### config.mk
export PLATFORM = sky130hd
export DESIGN_NAME = hpdc_mem_rd_arbiter
export DESIGN_NICKNAME = d
export VERILOG_FILES = /design/src/rtl/sargantana_hpdc_pkg.sv /design/src/rtl/hpdc_rr_picker.sv /design/src/rtl/hpdc_mem_rd_arbiter.sv
export SDC_FILE = /design/constraint.sdc
export NUM_CORES = 1
export LEC_CHECK = 0
export ABC_CLOCK_PERIOD_IN_PS = 3200
export CAP_MARGIN = 20
export CORE_AREA = 2 2 124 126
export CTS_CLUSTER_DIAMETER = 60
export DETAILED_ROUTE_END_ITERATION = 12
export DIE_AREA = 0 0 126 128
export PLACE_DENSITY = 0.51
export SLEW_MARGIN = 20
export SYNTH_ARGS = -nofsm -noshare
export SYNTH_HDL_FRONTEND = slang
export SYNTH_SLANG_ARGS = --single-unit
### constraint.sdc
create_clock -name clk_i -period 3.2 [get_ports clk_i]
set_clock_uncertainty 0.05 [all_clocks]
set_input_delay 0.64 -clock clk_i [delete_from_list [all_inputs] [get_ports clk_i]]
set_output_delay 0.64 -clock clk_i [all_outputs]
set_load 0.005 [all_outputs]
### src/rtl/sargantana_hpdc_pkg.sv
// Shared HPDCache memory-interface types and the read-arbiter configuration.
package sargantana_hpdc_pkg;

  localparam int unsigned HPDCACHE_MEM_ADDR_WIDTH  = 32;
  localparam int unsigned HPDCACHE_MEM_DATA_WIDTH  = 64;
  localparam int unsigned HPDCACHE_MEM_TID_WIDTH   = 8;
  localparam int unsigned HPDCACHE_MEM_RD_ARB_NREQ = 2;

  typedef logic [HPDCACHE_MEM_TID_WIDTH-1:0] hpdcache_mem_id_t;

  typedef struct packed {
    logic [HPDCACHE_MEM_ADDR_WIDTH-1:0] mem_req_addr;
    logic [7:0]                         mem_req_len;
    logic [2:0]                         mem_req_size;
    hpdcache_mem_id_t                   mem_req_id;
    logic                               mem_req_cacheable;
  } hpdcache_mem_req_t;

  typedef struct packed {
    logic [1:0]                         mem_resp_r_error;
    hpdcache_mem_id_t                   mem_resp_r_id;
    logic [HPDCACHE_MEM_DATA_WIDTH-1:0] mem_resp_r_data;
    logic                               mem_resp_r_last;
  } hpdcache_mem_resp_r_t;

  typedef enum logic [0:0] {
    ARB  = 1'b0,
    HOLD = 1'b1
  } hpdc_mem_rd_arb_state_e;

endpackage

### src/rtl/hpdc_rr_picker.sv
// Combinational round-robin selector: first set request at or after ptr_i, wrapping modulo N.
module hpdc_rr_picker #(
  parameter int unsigned N     = 2,
  parameter int unsigned IDX_W = 1
) (
  input  logic [N-1:0]     req_i,
  input  logic [IDX_W-1:0] ptr_i,
  output logic [N-1:0]     gnt_o,
  output logic [IDX_W-1:0] idx_o,
  output logic             valid_o
);

  always_comb begin
    logic [IDX_W-1:0] j;
    j       = '0;
    gnt_o   = '0;
    idx_o   = '0;
    valid_o = 1'b0;
    for (int unsigned k = 0; k < N; k++) begin
      j = IDX_W'((32'(ptr_i) + k) % N);
      if (!valid_o && req_i[j]) begin
        gnt_o[j] = 1'b1;
        idx_o    = j;
        valid_o  = 1'b1;
      end
    end
  end

endmodule

### src/rtl/hpdc_mem_rd_arbiter.sv
// Round-robin sharing of one HPDCache memory read channel with ID tagging and per-requester
// outstanding caps. Define HPDC_MEM_RD_ARB_CHECK_EN to add the sticky protocol error output err_o.
module hpdc_mem_rd_arbiter
  import sargantana_hpdc_pkg::*;
#(
  parameter  int unsigned NREQ     = HPDCACHE_MEM_RD_ARB_NREQ,
  parameter  int unsigned MAX_OUT  = 4,
  localparam int unsigned IDX_W    = $clog2(NREQ),
  localparam int unsigned UP_TID_W = HPDCACHE_MEM_TID_WIDTH - IDX_W
) (
  input  logic                 clk_i,
  input  logic                 rst_i,
  input  logic [NREQ-1:0]      up_req_valid_i,
  output logic [NREQ-1:0]      up_req_ready_o,
  input  hpdcache_mem_req_t    up_req_i [NREQ],
  output logic [NREQ-1:0]      up_resp_valid_o,
  input  logic [NREQ-1:0]      up_resp_ready_i,
  output hpdcache_mem_resp_r_t up_resp_o,
  output logic                 mem_req_valid_o,
  input  logic                 mem_req_ready_i,
  output hpdcache_mem_req_t    mem_req_o,
  input  logic                 mem_resp_valid_i,
  output logic                 mem_resp_ready_o,
  input  hpdcache_mem_resp_r_t mem_resp_i
`ifdef HPDC_MEM_RD_ARB_CHECK_EN
  ,
  output logic                 err_o
`endif
);

  localparam int unsigned CNT_W = $clog2(MAX_OUT + 1);

  hpdc_mem_rd_arb_state_e state_q, state_d;
  logic [IDX_W-1:0] rr_ptr_q, rr_ptr_d, hold_idx_q, hold_idx_d;
  logic [CNT_W-1:0] cnt_q [NREQ];
  logic [CNT_W-1:0] cnt_d [NREQ];

  logic [NREQ-1:0]  elig, pick_gnt, win_oh;
  logic [IDX_W-1:0] pick_idx, win_idx, resp_idx, next_ptr;
  logic             pick_valid, win_valid, req_hs, resp_in_range, resp_hs;

  always_comb begin
    elig = '0;
    for (int unsigned i = 0; i < NREQ; i++) begin
      elig[i] = up_req_valid_i[i] && (cnt_q[i] < CNT_W'(MAX_OUT));
    end
  end

  hpdc_rr_picker #(
    .N     (NREQ),
    .IDX_W (IDX_W)
  ) u_picker (
    .req_i   (elig),
    .ptr_i   (rr_ptr_q),
    .gnt_o   (pick_gnt),
    .idx_o   (pick_idx),
    .valid_o (pick_valid)
  );

  // In HOLD the latched winner overrides the picker; outputs are gated while reset is asserted.
  always_comb begin
    win_oh = '0;
    if (state_q == HOLD) begin
      win_idx           = hold_idx_q;
      win_valid         = 1'b1;
      win_oh[hold_idx_q] = 1'b1;
    end else begin
      win_idx   = pick_idx;
      win_valid = pick_valid;
      win_oh    = pick_gnt;
    end
    mem_req_o            = up_req_i[win_idx];
    mem_req_o.mem_req_id = {win_idx, up_req_i[win_idx].mem_req_id[UP_TID_W-1:0]};
    mem_req_valid_o      = win_valid & ~rst_i;
    req_hs               = mem_req_valid_o & mem_req_ready_i;
    up_req_ready_o       = req_hs ? win_oh : '0;
    next_ptr             = IDX_W'((32'(win_idx) + 32'd1) % NREQ);
  end

  always_comb begin
    resp_idx      = mem_resp_i.mem_resp_r_id[HPDCACHE_MEM_TID_WIDTH-1 -: IDX_W];
    resp_in_range = (32'(resp_idx) < NREQ);
    up_resp_o     = mem_resp_i;
    up_resp_o.mem_resp_r_id[HPDCACHE_MEM_TID_WIDTH-1 -: IDX_W] = '0;
    up_resp_valid_o  = '0;
    mem_resp_ready_o = 1'b0;
    if (!rst_i) begin
      if (resp_in_range) begin
        up_resp_valid_o[resp_idx] = mem_resp_valid_i;
        mem_resp_ready_o          = up_resp_ready_i[resp_idx];
      end else begin
        mem_resp_ready_o = 1'b1;
      end
    end
    resp_hs = mem_resp_valid_i & mem_resp_ready_o;
  end

  always_comb begin
    logic inc, dec;
    inc = 1'b0;
    dec = 1'b0;
    for (int unsigned i = 0; i < NREQ; i++) begin
      cnt_d[i] = cnt_q[i];
      inc      = up_req_ready_o[i];
      dec      = resp_hs && resp_in_range && mem_resp_i.mem_resp_r_last && (32'(resp_idx) == i);
      if (inc && !dec && (cnt_q[i] != CNT_W'(MAX_OUT))) begin
        cnt_d[i] = cnt_q[i] + CNT_W'(1);
      end else if (dec && !inc && (cnt_q[i] != '0)) begin
        cnt_d[i] = cnt_q[i] - CNT_W'(1);
      end
    end
  end

  always_comb begin
    state_d    = state_q;
    rr_ptr_d   = rr_ptr_q;
    hold_idx_d = hold_idx_q;
    if (req_hs) begin
      rr_ptr_d = next_ptr;
      state_d  = ARB;
    end else if ((state_q == ARB) && pick_valid) begin
      hold_idx_d = pick_idx;
      state_d    = HOLD;
    end
  end

  always_ff @(posedge clk_i or posedge rst_i) begin
    if (rst_i) begin
      state_q    <= ARB;
      rr_ptr_q   <= '0;
      hold_idx_q <= '0;
      for (int unsigned i = 0; i < NREQ; i++) cnt_q[i] <= '0;
    end else begin
      state_q    <= state_d;
      rr_ptr_q   <= rr_ptr_d;
      hold_idx_q <= hold_idx_d;
      cnt_q      <= cnt_d;
    end
  end

`ifdef HPDC_MEM_RD_ARB_CHECK_EN
  hpdcache_mem_req_t hold_req_q;
  logic              err_q;

  always_ff @(posedge clk_i or posedge rst_i) begin
    if (rst_i) begin
      hold_req_q <= '0;
      err_q      <= 1'b0;
    end else begin
      if (state_q == ARB) hold_req_q <= mem_req_o;
      if ((mem_resp_valid_i && resp_in_range && (cnt_q[resp_idx] == '0)) ||
          (mem_resp_valid_i && !resp_in_range) ||
          ((state_q == HOLD) && (mem_req_o != hold_req_q))) begin
        err_q <= 1'b1;
      end
    end
  end

  assign err_o = err_q;
`endif

`ifndef SYNTHESIS
  hold_stable_a: assert property (@(posedge clk_i) disable iff (rst_i)
    (state_q == HOLD) |-> ($stable(mem_req_o) && up_req_valid_i[hold_idx_q]));
`endif

endmodule

==> flow_summary_export.csv <==
group,metric,value,unit
worst_setup_path,r2r_end,"cnt_q[2]$_DFFE_PP0P_",
timing,tightestPinTransition,0.578,ns
synthesis,synth_edf_count,0,
flow_run,drv_cap,0,
floorplanning,core,14900,µm²
grt,grt_use_met3,6.34,%
grt,grt_use_met2,17.7,%
worst_setup_path,start_kind,"input port",
worst_setup_path,cp-startpoint,"up_req_valid_i[0]",
timing,finalHoldViolCount,0,
synthesis,synth_nets,405,
clock_tree,clk_pin_slew_worst_paths,0.04,ns
route,drt-initial-drc-count,16,
synthesis,synth_ff_type,"dfrtp_1",
final_layout,multi_input_area,1120,µm²
pwr,p_total,2.00,mW
pwr,p_leak,1.44,nW
grt,grt.total_usage,10.6,%
worst_setup_path,worstSetupPathType,"in2out",
final_layout,syn2layout_area_growth,82.7,%
min_path,hp-class,"reg2reg",
synthesis,synth_area,1970,µm²
floorplanning,io_pins,320,
final_layout,nNetsFinal,517,
grt,use_met1,11.8,%
timing,whs,0.461,ns
grt,grt_pass1_vias,2066,
route,drcViolationCount,0,
clock_tree,worstSkewPairLatency,0.24,ns
place,place_ws,-0.244,ns
final_layout,fillers,1640,
worst_setup_path,cp.arrival,2.45,ns
route,viasPerCell,3.80,
synthesis,async_flop_share,100,%
worst_setup_path,path_cells,"clkdlybuf4s15_1, or3b_4, a22o_4, buf_4, buf_16, buf_4, mux2_2, dlygate4sd2_1",
place,gp_congestion,0.789,
min_path,worstHoldPathCells,1,
worst_setup_path,crit_path_end_kind,"primary output",
timing,fin_ws,0.0558,ns
synthesis,syn_area_per_cell,9.12,µm²
route,dr.pass1.iters,4,
timing,slew_headroom,61.2,%
grt,grt_overflow,0,
grt,grt_max_degree,15,
timing,drv_slew,0,
clock_tree,cts-htree-levels,1,
clock_tree,cts.sinks,9,
min_path,worstHoldEndpoint,"rr_ptr_q$_DFFE_PP0P_",
grt,antenna_found_initial,2,
floorplanning,die_h,128,µm
final_layout,regArea,225,µm²
timing,final.min_clock_period,3.14,ns
worst_setup_path,cp_slowest_cell,"or3b_4",
synthesis,yosysWarnings,0,
clock_tree,clockBufferDepth,2,
synthesis,ys_seq_elements,9,
pwr,powerDensity,556,nW/µm²
floorplanning,start_util,13.2,%
place,port-buffer-count,170,
route,antenna_left,0,
worst_setup_path,worst-path-buf-inv,5,
grt,grt_pass1_wl,12700,µm
route,vias,1955,
timing,fin_crit_sh,98.3,%
synthesis,synth_cell_types,40,
pwr,vdd_drop_max,0.289,mV
worst_setup_path,cpPeakStageDelay,0.39,ns
clock_tree,root_buffer,"clkbuf_16",
final_layout,drive_above_1_share,26.0,%
place,place_hpwl,7510,µm
worst_setup_path,cp_data_required_time,2.51,ns
synthesis,ys_seq_area_share,11.4,%
worst_setup_path,crit_top_cell,"buf_4",
worst_setup_path,r2r_slack,0.51,ns
grt,grt_busiest_layer,"met2",
floorplanning,core.rowCount,45,
floorplanning,die_width,126,µm
final_layout,diodes,0,
worst_setup_path,crit_family,"buffers and inverters",
worst_setup_path,rr_startpoint,"cnt_q[2]$_DFFE_PP0P_",
worst_setup_path,r2r_cells,11,
floorplanning,dieArea,16100,µm²
timing,rsz0062_at_grt,"no",
route,wl,9130,µm
clock_tree,cts_buffers,3,
min_path,holdCritStartpoint,"rr_ptr_q$_DFFE_PP0P_",
worst_setup_path,cp_max_fo,14,
timing,setup_viol,0,
route,wl_per_cell,17.7,µm
clock_tree,cts_tree,"done",
timing,max_freq,318,MHz
synthesis,syn_inst,216,
run_status,outcome,"complete, no violations",
[area by class of cell]
class / count / share of cell area [%]
Clock buffer: 4 / 2.19
Inverter: 3 / 0.313
Multi-Input combinational cell: 119 / 31.0
Sequential cell: 9 / 6.26
Tap cell: 188 / 6.54
Timing Repair Buffer: 192 / 53.7
[report_power, final]
group,internal [mW],switching (mW),total (mW)
combinational,1.00,0.527,1.53
sequential,0.164,0.0802,0.245
clock,0.167,0.0564,0.223
[worst reg2reg max path, delay by kind of cell, from the launching register on]
family	cells	cell delay (ns)
AND/OR/NAND/NOR	4	0.70
adder cells (fa/ha/maj)	1	0.42
AO/OA/AOI/OAI	2	0.28
buffers and inverters	3	0.46
multiplexers	1	0.15
flip-flops	1	0.49
[Yosys cell counts, types with 2 or more instances]
| library cell | number | area [µm²] |
|---|---|---|
| buf_4 | 76 | 571 |
| mux2_2 | 51 | 574 |
| dfrtp_1 | 9 | 225 |
| buf_2 | 6 | 30.0 |
| nand2_1 | 5 | 18.8 |
| nor2_1 | 5 | 18.8 |
| a21oi_1 | 4 | 20.0 |
| nand2b_1 | 4 | 25.0 |
| nand3_1 | 4 | 20.0 |
| and3b_1 | 3 | 26.3 |
| buf_6 | 3 | 33.8 |
| inv_1 | 3 | 11.3 |
| mux2i_1 | 3 | 30.0 |
| nor2b_1 | 3 | 18.8 |
| nor3_1 | 3 | 15.0 |
| o31ai_1 | 3 | 22.5 |
| xnor2_1 | 3 | 26.3 |
| and2_1 | 2 | 12.5 |
| fa_1 | 2 | 40.0 |
| nand3b_1 | 2 | 15.0 |
| nor4_1 | 2 | 12.5 |
| or3_1 | 2 | 12.5 |
[sequential cells by signal, indices dropped and copies added, names as in the netlist]
register	cells
hold_idx_q	1
rr_ptr_q	1
cnt_q	6
state_q	1
[what timing repair did]
action / CTS / global route
hold buffers: 0 / 0
resized for setup: 59 / 1
buffers inserted: 7 / 1
setup endpoints to repair: 52 / 17
cloned: 4 / 0
pin swaps: 1 / 1
[cell families (layout without fill, tap and decap cells)]
kind of cell             Yosys count  in the layout  share of synthesized area, %
adder cells (fa/ha/maj)            2              2                          2.03
AO/OA/AOI/OAI                     14             14                          5.21
AND/OR/NAND/NOR                   42             42                          13.2
flip-flops                         9              9                          11.4
multiplexers                      56             56                          32.4
buffers and inverters             88            199                          32.8
other                              1              1                         0.190
XOR/XNOR                           4              4                          2.73
[routing by layer]
layer | part of all wire [%] | up-vias
met5 | 0.32 | -
met4 | 0.58 | 4
met3 | 14 | 9
met2 | 47 | 169
met1 | 38 | 883
li1 | - | 890
[cells in the final DEF, fill, tap and decap left out, types with 3 or more instances in the layout]
cell type,Yosys,layout
clkdlybuf4s50_1,0,117
mux2_2,51,51
dlygate4sd2_1,0,51
buf_4,76,15
dfrtp_1,9,9
nand2_1,5,5
nor2_1,5,5
nand2b_1,4,4
nand3_1,4,4
a21oi_1,4,4
inv_1,3,3
nor2b_1,3,3
o31ai_1,3,3
and3b_1,3,3
mux2i_1,3,3
xnor2_1,3,3
nor3_1,3,3
clkbuf_16,0,3
buf_12,0,3
[per-stage QoR]
stage | cell area, µm² | instances | TNS [ns] | utilization, %
floorplan | 1970 | 216 | 0 | -
global placement | 3370 | 499 | -11.04 | 22.7
detailed placement | 3370 | 499 | -10.39 | 22.7
CTS | 3590 | 514 | 0 | 24.1
global route | 3600 | 515 | 0 | 24.2
finish | 3600 | 515 | 0 | 24.2
[worst max path at each step]
stage	to	slack, ns	cells after the start
global route	mem_req_o[19]	0.004	8
floorplan	cnt_q[5]$_DFFE_PP0P_	0.40	7
finish	mem_req_o[2]	0.06	8
detailed placement	mem_req_o[0]	-0.24	6
CTS	mem_req_o[19]	0.009	8
global placement	mem_req_o[0]	-0.26	6
Note: power is estimated with default switching activity, not from simulation.
